### src/rtl/usb_pkg.sv
// Shared definitions for the USB CDC transmit path.
// Holds the packetizer FSM encoding and default packet/timeout sizing.
// No logic; imported by usb_tx_packetizer.
package usb_pkg;

  typedef enum logic [1:0] {
    ST_IDLE    = 2'd0,  // FIFO empty, nothing pending
    ST_COLLECT = 2'd1,  // bytes buffered, waiting for a send trigger
    ST_SEND    = 2'd2   // streaming one packet to the endpoint
  } state_t;

  // One full-speed bulk packet, and 1 ms of idle at 48 MHz.
  localparam int MAX_PKT_DEF = 64;
  localparam int TIMEOUT_DEF = 48000;

endpackage

### src/rtl/byte_fifo.sv
// Synchronous first-word-fall-through byte FIFO with occupancy output.
// Latency: a pushed byte is visible on rdata the cycle after the push edge.
// Backpressure: push ignored when full, pop ignored when empty.
// Ports: clk_i/rst_n_i clock and async active-low reset; push/wdata write side;
//        pop/rdata read side (rdata is the current head); level occupancy.
module byte_fifo #(
  parameter int DEPTH = 64
) (
  input  logic                     clk_i,
  input  logic                     rst_n_i,
  input  logic                     push,
  input  logic [7:0]               wdata,
  input  logic                     pop,
  output logic [7:0]               rdata,
  output logic [$clog2(DEPTH):0]   level
);

  localparam int AW = $clog2(DEPTH);
  localparam int LW = AW + 1;

  logic [7:0]    mem [DEPTH];
  logic [AW-1:0] wptr;
  logic [AW-1:0] rptr;
  logic          do_push;
  logic          do_pop;

  assign do_push = push && (level != LW'(DEPTH));
  assign do_pop  = pop && (level != '0);
  assign rdata   = mem[rptr];

  // Storage is not reset; stale contents are never visible because level gates reads.
  always_ff @(posedge clk_i) begin
    if (do_push) mem[wptr] <= wdata;
  end

  // DEPTH is a power of two, so pointer overflow is the modulo wrap.
  always_ff @(posedge clk_i or negedge rst_n_i) begin
    if (!rst_n_i) begin
      wptr  <= '0;
      rptr  <= '0;
      level <= '0;
    end else begin
      if (do_push) wptr <= wptr + AW'(1);
      if (do_pop)  rptr <= rptr + AW'(1);
      case ({do_push, do_pop})
        2'b10:   level <= level + LW'(1);
        2'b01:   level <= level - LW'(1);
        default: level <= level;
      endcase
    end
  end

endmodule

### src/rtl/usb_tx_packetizer.sv
// Groups JTAG-bridge response bytes into USB CDC IN packets of at most MAX_PKT bytes.
// Latency: a packet starts the cycle after a trigger (full packet, idle timeout or flush).
// Backpressure: in_ready_o falls only when the FIFO is full; out_ready_i low freezes the output byte.
// Ports: in_* byte input (valid/ready), flush_i send-now pulse, out_* byte stream with
//        out_last_o marking the packet end, level_o FIFO occupancy.
module usb_tx_packetizer
  import usb_pkg::*;
#(
  parameter int DEPTH   = 64,
  parameter int MAX_PKT = MAX_PKT_DEF,
  parameter int TIMEOUT = TIMEOUT_DEF
) (
  input  logic                     clk_i,
  input  logic                     rst_n_i,
  input  logic [7:0]               in_data_i,
  input  logic                     in_valid_i,
  output logic                     in_ready_o,
  input  logic                     flush_i,
  output logic [7:0]               out_data_o,
  output logic                     out_valid_o,
  output logic                     out_last_o,
  input  logic                     out_ready_i,
  output logic [$clog2(DEPTH):0]   level_o
);

  localparam int LW  = $clog2(DEPTH) + 1;
  localparam int PLW = $clog2(MAX_PKT + 1);
  localparam int TW  = $clog2(TIMEOUT + 1);

  state_t           state_q, state_d;
  logic [PLW-1:0]   pkt_len_q, pkt_len_d;
  logic [PLW-1:0]   cnt_q, cnt_d;
  logic [TW-1:0]    timer_q, timer_d;
  logic [7:0]       head;
  logic             push;
  logic             pop;
  logic             last_beat;
  logic             pkt_full;

  assign in_ready_o  = (level_o < LW'(DEPTH));
  assign push        = in_valid_i && in_ready_o;
  assign out_valid_o = (state_q == ST_SEND);
  assign pop         = out_valid_o && out_ready_i;
  assign last_beat   = (cnt_q == pkt_len_q - PLW'(1));
  assign out_last_o  = out_valid_o && last_beat;
  // Head only changes on a pop, so data holds while stalled; zero outside SEND.
  assign out_data_o  = out_valid_o ? head : 8'h00;
  assign pkt_full    = (level_o >= LW'(MAX_PKT));

  byte_fifo #(.DEPTH(DEPTH)) u_fifo (
    .clk_i   (clk_i),
    .rst_n_i (rst_n_i),
    .push    (push),
    .wdata   (in_data_i),
    .pop     (pop),
    .rdata   (head),
    .level   (level_o)
  );

  always_ff @(posedge clk_i or negedge rst_n_i) begin
    if (!rst_n_i) begin
      state_q   <= ST_IDLE;
      pkt_len_q <= '0;
      cnt_q     <= '0;
      timer_q   <= '0;
    end else begin
      state_q   <= state_d;
      pkt_len_q <= pkt_len_d;
      cnt_q     <= cnt_d;
      timer_q   <= timer_d;
    end
  end

  always_comb begin
    state_d   = state_q;
    pkt_len_d = pkt_len_q;
    cnt_d     = cnt_q;
    timer_d   = timer_q;

    case (state_q)
      ST_IDLE: begin
        if (push) state_d = ST_COLLECT;
      end
      ST_COLLECT: begin
        // Level is at least 1 here, so the latched length is never zero.
        // level_o is the pre-write value, so a same-cycle push is not counted.
        if (pkt_full || (timer_q == TW'(TIMEOUT - 1)) || flush_i) begin
          state_d   = ST_SEND;
          pkt_len_d = pkt_full ? PLW'(MAX_PKT) : PLW'(level_o);
          cnt_d     = '0;
        end
      end
      ST_SEND: begin
        if (pop) begin
          if (last_beat) begin
            cnt_d   = '0;
            // Occupancy after this edge is level-1 plus any same-cycle push.
            state_d = ((level_o > LW'(1)) || push) ? ST_COLLECT : ST_IDLE;
          end else begin
            cnt_d = cnt_q + PLW'(1);
          end
        end
      end
      default: state_d = ST_IDLE;
    endcase

    if ((state_q != ST_COLLECT) || push) begin
      timer_d = '0;
    end else if (timer_q != TW'(TIMEOUT - 1)) begin
      timer_d = timer_q + TW'(1);
    end
  end

endmodule

### config.mk
export PLATFORM = sky130hd
export DESIGN_NAME = usb_tx_packetizer
export DESIGN_NICKNAME = d
export VERILOG_FILES = /design/src/rtl/usb_pkg.sv /design/src/rtl/byte_fifo.sv /design/src/rtl/usb_tx_packetizer.sv
export SDC_FILE = /design/constraint.sdc
export NUM_CORES = 1
export LEC_CHECK = 0
export BUFFER_PORTS_ARGS = -buffer_cell sky130_fd_sc_hd__buf_2
export CORE_UTILIZATION = 32
export DETAILED_ROUTE_END_ITERATION = 8
export GPL_TIMING_DRIVEN = 0
export PLACE_DENSITY = 0.53
export SYNTH_ARGS = -nofsm -noshare
export SYNTH_HDL_FRONTEND = slang
export SYNTH_HIERARCHICAL = 1
export SYNTH_SLANG_ARGS = --single-unit
### constraint.sdc
create_clock -name clk_i -period 5.4 [get_ports clk_i]
set_input_delay 0.54 -clock clk_i [delete_from_list [all_inputs] [get_ports clk_i]]
set_output_delay 0.54 -clock clk_i [all_outputs]
set_load 0.1 [all_outputs]
[Word level (Yosys, flattened, before mapping)]
Memories as Yosys holds them, arrays and structs flattened.
Cells that the tools add are included.
Storage, ports and cells
  bits in registers: 51
  bits in latches: 0
  RAM bits: 512
  bits in read-only memories: 0
  bits of input ports: 13
  output and inout bits: 18
  memories kept: 1
Cells by class
  $add $sub $neg: 7
  $mul: 0
  div/mod/pow operators: 0
  order comparisons: 3
  eq/ne operators: 13
  shifts and indexed selects: 0
  multiplexer cells: 17
  bitwise operators: 0
  reduce and logical (&&, ||, !) cells: 17
Memories
  u_fifo.mem: depth 64, width 8, read ports 1, clocked after Yosys merged registers in 0, write ports 1, line byte_fifo.sv:21  | logic [7:0] mem [DEPTH];
Operators by type and width (number)
  2-to-1 mux 16 bit: 2
  2-to-1 mux 7 bit: 4
  one-hot mux 7 bit (2 select lines): 2
  adder 16 x 1 -> 16 bit, second input constant: 1
  == test 16 bit, second input constant: 1
  inequality test 16 bit, second input constant: 1
  adder 7 x 1 -> 7 bit, second input constant: 2
  subtractor 7 x 1 -> 7 bit, second input constant: 2
  adder 6 x 1 -> 6 bit, second input constant: 2
  2-to-1 mux 2 bit: 4
  2-to-1 mux 8 bit: 1
  == test 7 bit: 1
  >= comparator 7 bit, second input constant: 1
  > comparator 7 x 1 -> 1 bit, second input constant: 1
  < comparator 7 bit, second input constant: 1
  inequality test 7 bit, second input constant: 1
  nonzero test 7 bit: 1
  inequality test 2 x 1 -> 1 bit, second input constant: 3
  one-hot mux 2 bit (3 select lines): 1
  nonzero test 2 bit: 3
  logical AND 1 bit: 5
  == test 2 x 1 -> 1 bit, second input constant: 2
  == test 2 bit, second input constant: 2
  logical OR 1 bit: 4
  6 further kinds: 9

[Depth between registers and ports, before layout]
  depth in word-level cells: 7
  depth in mapped cells: 14
  depth with buffers taken out: 14

[Cells and area by module]
The synthesis kept the hierarchy.
Modules (own cells, without submodules)
  byte_fifo: times used 1, cells an instance 1086, area each 21051.4 um^2, seq. area each 15850.2 um^2
  usb_tx_packetizer: times used 1, cells an instance 207, area each 1899.3 um^2, seq. area each 800.8 um^2

[Least setup slack after synthesis]
Ideal clock, no wire load.
  path type: register -> register
  start: reg u_fifo.level[6]
  end: reg u_fifo.level[6]
  setup time: 169 ps
  arrival time: 4328 ps
  setup slack: 904 ps
  cell stages (with the launch flop): 15
  path buffers: 0
  clock period less this slack: 4496 ps
  path through: dfrtp_1 -> clkinv_1 -> nand2_1 -> inv_1 -> inv_1 -> a31oi_1 -> inv_1 -> ha_1 -> inv_1 -> fa_1 -> nor2b_1 -> o21ai_0 -> a211o_1 -> o211ai_1 -> xor2_1
Between the ends
  cells in the longest elaborated chain, start to end: 5
  elaborated cells between the ends (all ways): 12
Ends and longest elaborated chain
  start, declared: line byte_fifo.sv:15  | output logic [$clog2(DEPTH):0] level
  start signal, assigned: line byte_fifo.sv:46  | 2'b10: level <= level + LW'(1);
  start signal, assigned: line byte_fifo.sv:47  | 2'b01: level <= level - LW'(1);
  start signal, assigned: line byte_fifo.sv:48  | default: level <= level;
  < comparator 7 bit (*): line usb_tx_packetizer.sv:40  | assign in_ready_o = (level_o < LW'(DEPTH));
  named net in_ready_o: line usb_tx_packetizer.sv:17  | output logic in_ready_o,
  logical AND 1 bit (*): line usb_tx_packetizer.sv:41  | assign push = in_valid_i && in_ready_o;
  named net push: line usb_tx_packetizer.sv:35  | logic push;
  logical AND 1 bit (*): line byte_fifo.sv:27  | assign do_push = push && (level != LW'(DEPTH));
  == test 2 x 1 -> 1 bit or == test 2 bit (tied branches): line byte_fifo.sv:45  | case ({do_push, do_pop})
  one-hot mux 7 bit (2 select lines) or nonzero test 2 bit (tied branches)
Mark *: on every way through the listed nets, which the timed path passes. The rest lies on a longest branch.
A chain may end at the register's enable or synchronous reset.

[Worst setup path in the final report]
  start: reg u_fifo.rptr[1]
  end: out out_data_o[5]
Between the ends
  cells in the longest elaborated chain, start to end: 2
Ends and longest elaborated chain
  start, declared: line byte_fifo.sv:23  | logic [AW-1:0] rptr;
  start signal, assigned: line byte_fifo.sv:44  | if (do_pop) rptr <= rptr + AW'(1);
  memory read (64 x 8 bit)
  named net head[5]: line usb_tx_packetizer.sv:34  | logic [7:0] head;
  2-to-1 mux 8 bit: line usb_tx_packetizer.sv:47  | assign out_data_o = out_valid_o ? head : 8'h00;
  end, declared: line usb_tx_packetizer.sv:19  | output logic [7:0] out_data_o,
The timed path passes the listed nets, and every way through them passes these cells.

==> results.txt <==
----------------------------------------------------
[Critical path]
  Cell with the largest stage delay on the worst path ... a2111oi_0
  Number of buffers and inverters on the critical path ... 4
  Maximum net fanout on the critical path ... 10
  Worst reg2reg startpoint ... u_fifo/level[6]
  Largest delay contributor family on the critical path ... buffers and inverters
  Crit path top cell by count ... buf_2
  Worst Setup EP ... out_data_o[5]
  Data required time of the worst path ... around 4.9 ns
  Path type of the worst setup path ... register to output port
  Number of logic stages on the critical path including buffering ... 10
  Reg2Reg Depth ... 8
  Peak per-stage delay on the critical path ... ~1.1 ns
  Worst setup SP type ... register
  Reg-to-reg setup timing slack ... 1.40 ns
  Arrival time at the worst endpoint ... 4.38 ns
  Reg2Reg Capture Point ... u_fifo/mem[43][0]
  Series of cell instances along the critical path ... buf_2 -> buf_4 -> buf_2 -> mux4_2 -> nand2_1 -> a21oi_1 -> a2111oi_0 -> nor3_1 -> and2_1 -> buf_2
  Endpoint type of the worst setup path ... output port
  Worst setup startpoint ... u_fifo/rptr[1]

[Layout]
  Most common library cell in the layout ignoring fill and taps ... edfxtp_1
  Share of post-route cells with drive strength above 1 ... 18.86%
  Fillcell total ... approximately 6,500
  Antenna Diode Count ... 0
  Top library cells by usage in the layout, fill and taps aside ... edfxtp_1, nor2_1, mux4_2, nand2_1, mux2i_1
  Area taken by multi-input logic gates ... 5811 um^2
  Final cell area excluding filler cells ... roughly 26,000 um^2
  Area delta synth->final ... 13.74%
  Number of non-filler instances in the completed layout ... 2,366
  Sequential cell area in the final layout ... between 15,000 and 20,000 um^2
  Post-layout net count ... 1,405

[Yosys]
  Synthesized instance count ... around 1,300
  Cell taking the most area after synthesis ... edfxtp_1
  Count of flip-flops with a built-in enable after synthesis ... approximately 510
  Portion of synthesized cell area occupied by the leading cell type ... roughly 67%
  Average cell area after synthesis ... ~18 um^2
  Count of yosys warnings during synthesis ... 6
  Netlist cell types ... 69
  Top area cells in the synthesized netlist ... edfxtp_1, mux4_2, dfrtp_1
  Post-synthesis net count ... ~1,300
  Prevailing post-synth register cell ... edfxtp_1
  Synthesized area ... 22,950 um^2
  Seq/Total Area, Yosys ... between 70% and 80%
  Post-synthesis sequential element count ... 563
  Asr flop ratio synth ... under 10%

[STA]
  Unrepaired setup endpoints after global routing ... no
  Pin slew with the least headroom to its limit ... around 1.3 ns
  Final hold viol count ... 45
  Ratio of final minimum period to clock period ... between 90% and 100%
  Post-route worst hold slack ... -0.02939 ns
  Clock Skew ... 0.02845 ns
  Number of setup violations in the final report ... 0
  Final sum of negative setup slack ... 0 ns
  Final slew viol count ... 0
  Max Clock Freq ... roughly 200 MHz
  Shortest period the worst path allows ... between 4 and 5 ns
  Worst slew slack as a fraction of its limit ... under 10%

[Place]
  Port-buffer cells ... 30
  Placed cell area ... 24,280 um^2
  Cells after DPL ... 2,263
  Half-perimeter wire length of the detailed placement result ... roughly 38,000 um
  Final RePlAce weighted congestion ... around 0.90

[Global routing]
  Number of global-route vias before repair ... ~12,000
  Overall overflow remaining after global route ... 0
  All-Layer GR Usage ... roughly 17%
  Maximum number of pins on one net before global-route repair ... 65
  Wire length of the first global-routing pass ... 86,460 um
  Antenna violations before repair ... 2

[Route]
  Number of detailed-routing iterations run before antenna repair ... 6
  DR DRC count ... 0
  Drt wl/cell ... roughly 25 um
  Vias per cell ... 5.232
  Sum of routed wire length over all layers ... 60,080 um
  Vias ... approximately 12,000
  Number of antenna-violating nets in the routed design ... 0
  DR iter-0 viols ... roughly 1,400

[Power and ir drop]
  Leakage power figure ... 8.504 nW
  Cell Pwr Density ... 548.5 nW/um^2
  Total design power ... 14.32 mW
  IR drop worst, VDD ... 0.0006334 V

[Clocking]
  Number of gates resized after cts ... 0
  Number of setup buffers added after CTS ... 0
  Latest clock arrival within the worst-skew pair ... roughly 0.63 ns
  Depth of the CTS H-tree ... 2
  Clock-pin slew reported for the worst setup and hold paths after clock tree synthesis ... approximately 0.06 ns
  CTS Root Buffer Type ... clkbuf_16
  Clock tree from TritonCTS ... built
  Deepest clock path buffer count ... 3
  Sink count of the clock tree ... ~560
  Cts bufs inserted ... between 50 and 60
  Cts hold-fix bufs ... 0

[Floorplanning]
  Initial standard-cell utilization of the core ... around 33%
  Die Area ... around 73,000 um^2
  Number of rows in the core area ... 97
  Std-Cell Core Area ... slightly above 70,000 um^2
  Die height ... around 270 um
  Horiz. Die Dim ... 269.8 um
  I/O Pins ... 31

[Status]
  Violated checks ... negative hold slack
  Outcome ... finished, violations left

[Job]
  Number of max-capacitance violations reported ... 0

[Worst hold path]
  Worst min-delay path category ... input port to asynchronous set/reset pin

----------------------------------------------------
worst min path at each step:
stage	end	slack (ns)	cells after the start
floorplan	cnt_q[0]	0.24	0
global placement	state_q[0]	0.49	1
detailed placement	state_q[0]	0.51	1
CTS	state_q[1]	0.15	2
global route	timer_q[4]	0.02	1
finish	timer_q[3]	-0.03	1
cell usage after synthesis, types with 5 or more instances:
library cell,n
edfxtp_1,512
nor2_1,112
mux4_2,95
nand2_1,84
mux2i_1,67
dfrtp_1,51
o22ai_1,26
xnor2_1,22
a21oi_1,21
inv_1,18
buf_2,16
clkbuf_1,16
buf_6,13
o21ai_0,13
a211oi_1,12
and2_1,12
a2111oi_0,11
ha_1,11
xor2_1,11
nand3_1,10
nor3_1,9
buf_1,8
mux2_2,8
nand2b_1,8
nor2b_1,8
a211o_1,7
and3_1,7
buf_4,7
a31oi_1,6
nor4_1,6
nand4_1,5
o21a_1,5
flip-flops by register name (all words and copies together), names as in the netlist:
register,count
timer_q,16
cnt_q,7
u_fifo/wptr,6
u_fifo/mem,512
u_fifo/level,7
u_fifo/rptr,6
state_q,2
pkt_len_q,7
metrics by stage:
step	setup WS, ns	utilization [%]
2_1_floorplan	0.9036	-
3_3_place_gp	1.229	34.43
3_5_place_dp	1.215	34.43
4_1_cts	0.5416	37.01
5_1_grt	0.4183	37.02
6_report	0.4789	37.02
power by group:
part           internal (mW)  total [mW]  switching [mW]
logic                   1.72        5.32            3.60
registers               4.96        5.13           0.167
clock network           2.21        3.87            1.66
cells by family after synthesis:
group	count (synthesis)	share of synthesized area (%)
flip-flops	563	72.55
XOR/XNOR	33	1.259
AND/OR/NAND/NOR	291	5.942
multiplexers	173	12.98
adder cells (fa/ha/maj)	12	0.6869
AO/OA/AOI/OAI	138	4.449
buffers and inverters	83	2.132
cell type report:
| class | count | area share [%] |
|---|---|---|
| plain buffers | 63 | 1.587 |
| clock buffers | 63 | 5.388 |
| clock inverters | 40 | 1.582 |
| inverters | 20 | 0.2876 |
| multi-input cells | 647 | 22.26 |
| flip-flops and latches | 563 | 63.79 |
| well taps | 940 | 4.506 |
| repair buffers | 30 | 0.6039 |
layer usage:
metal	part of all wire, %	wire length [um]	vias up	track usage [%]
met2	45	27320	479	25.26
met3	8.9	5359	117	4.979
met5	0.045	27	-	0
met4	2.9	1766	4	5.144
li1	-	-	5320	-
met1	43	25610	6460	22.52
No activity file was read; power rests on OpenSTA's default activity.
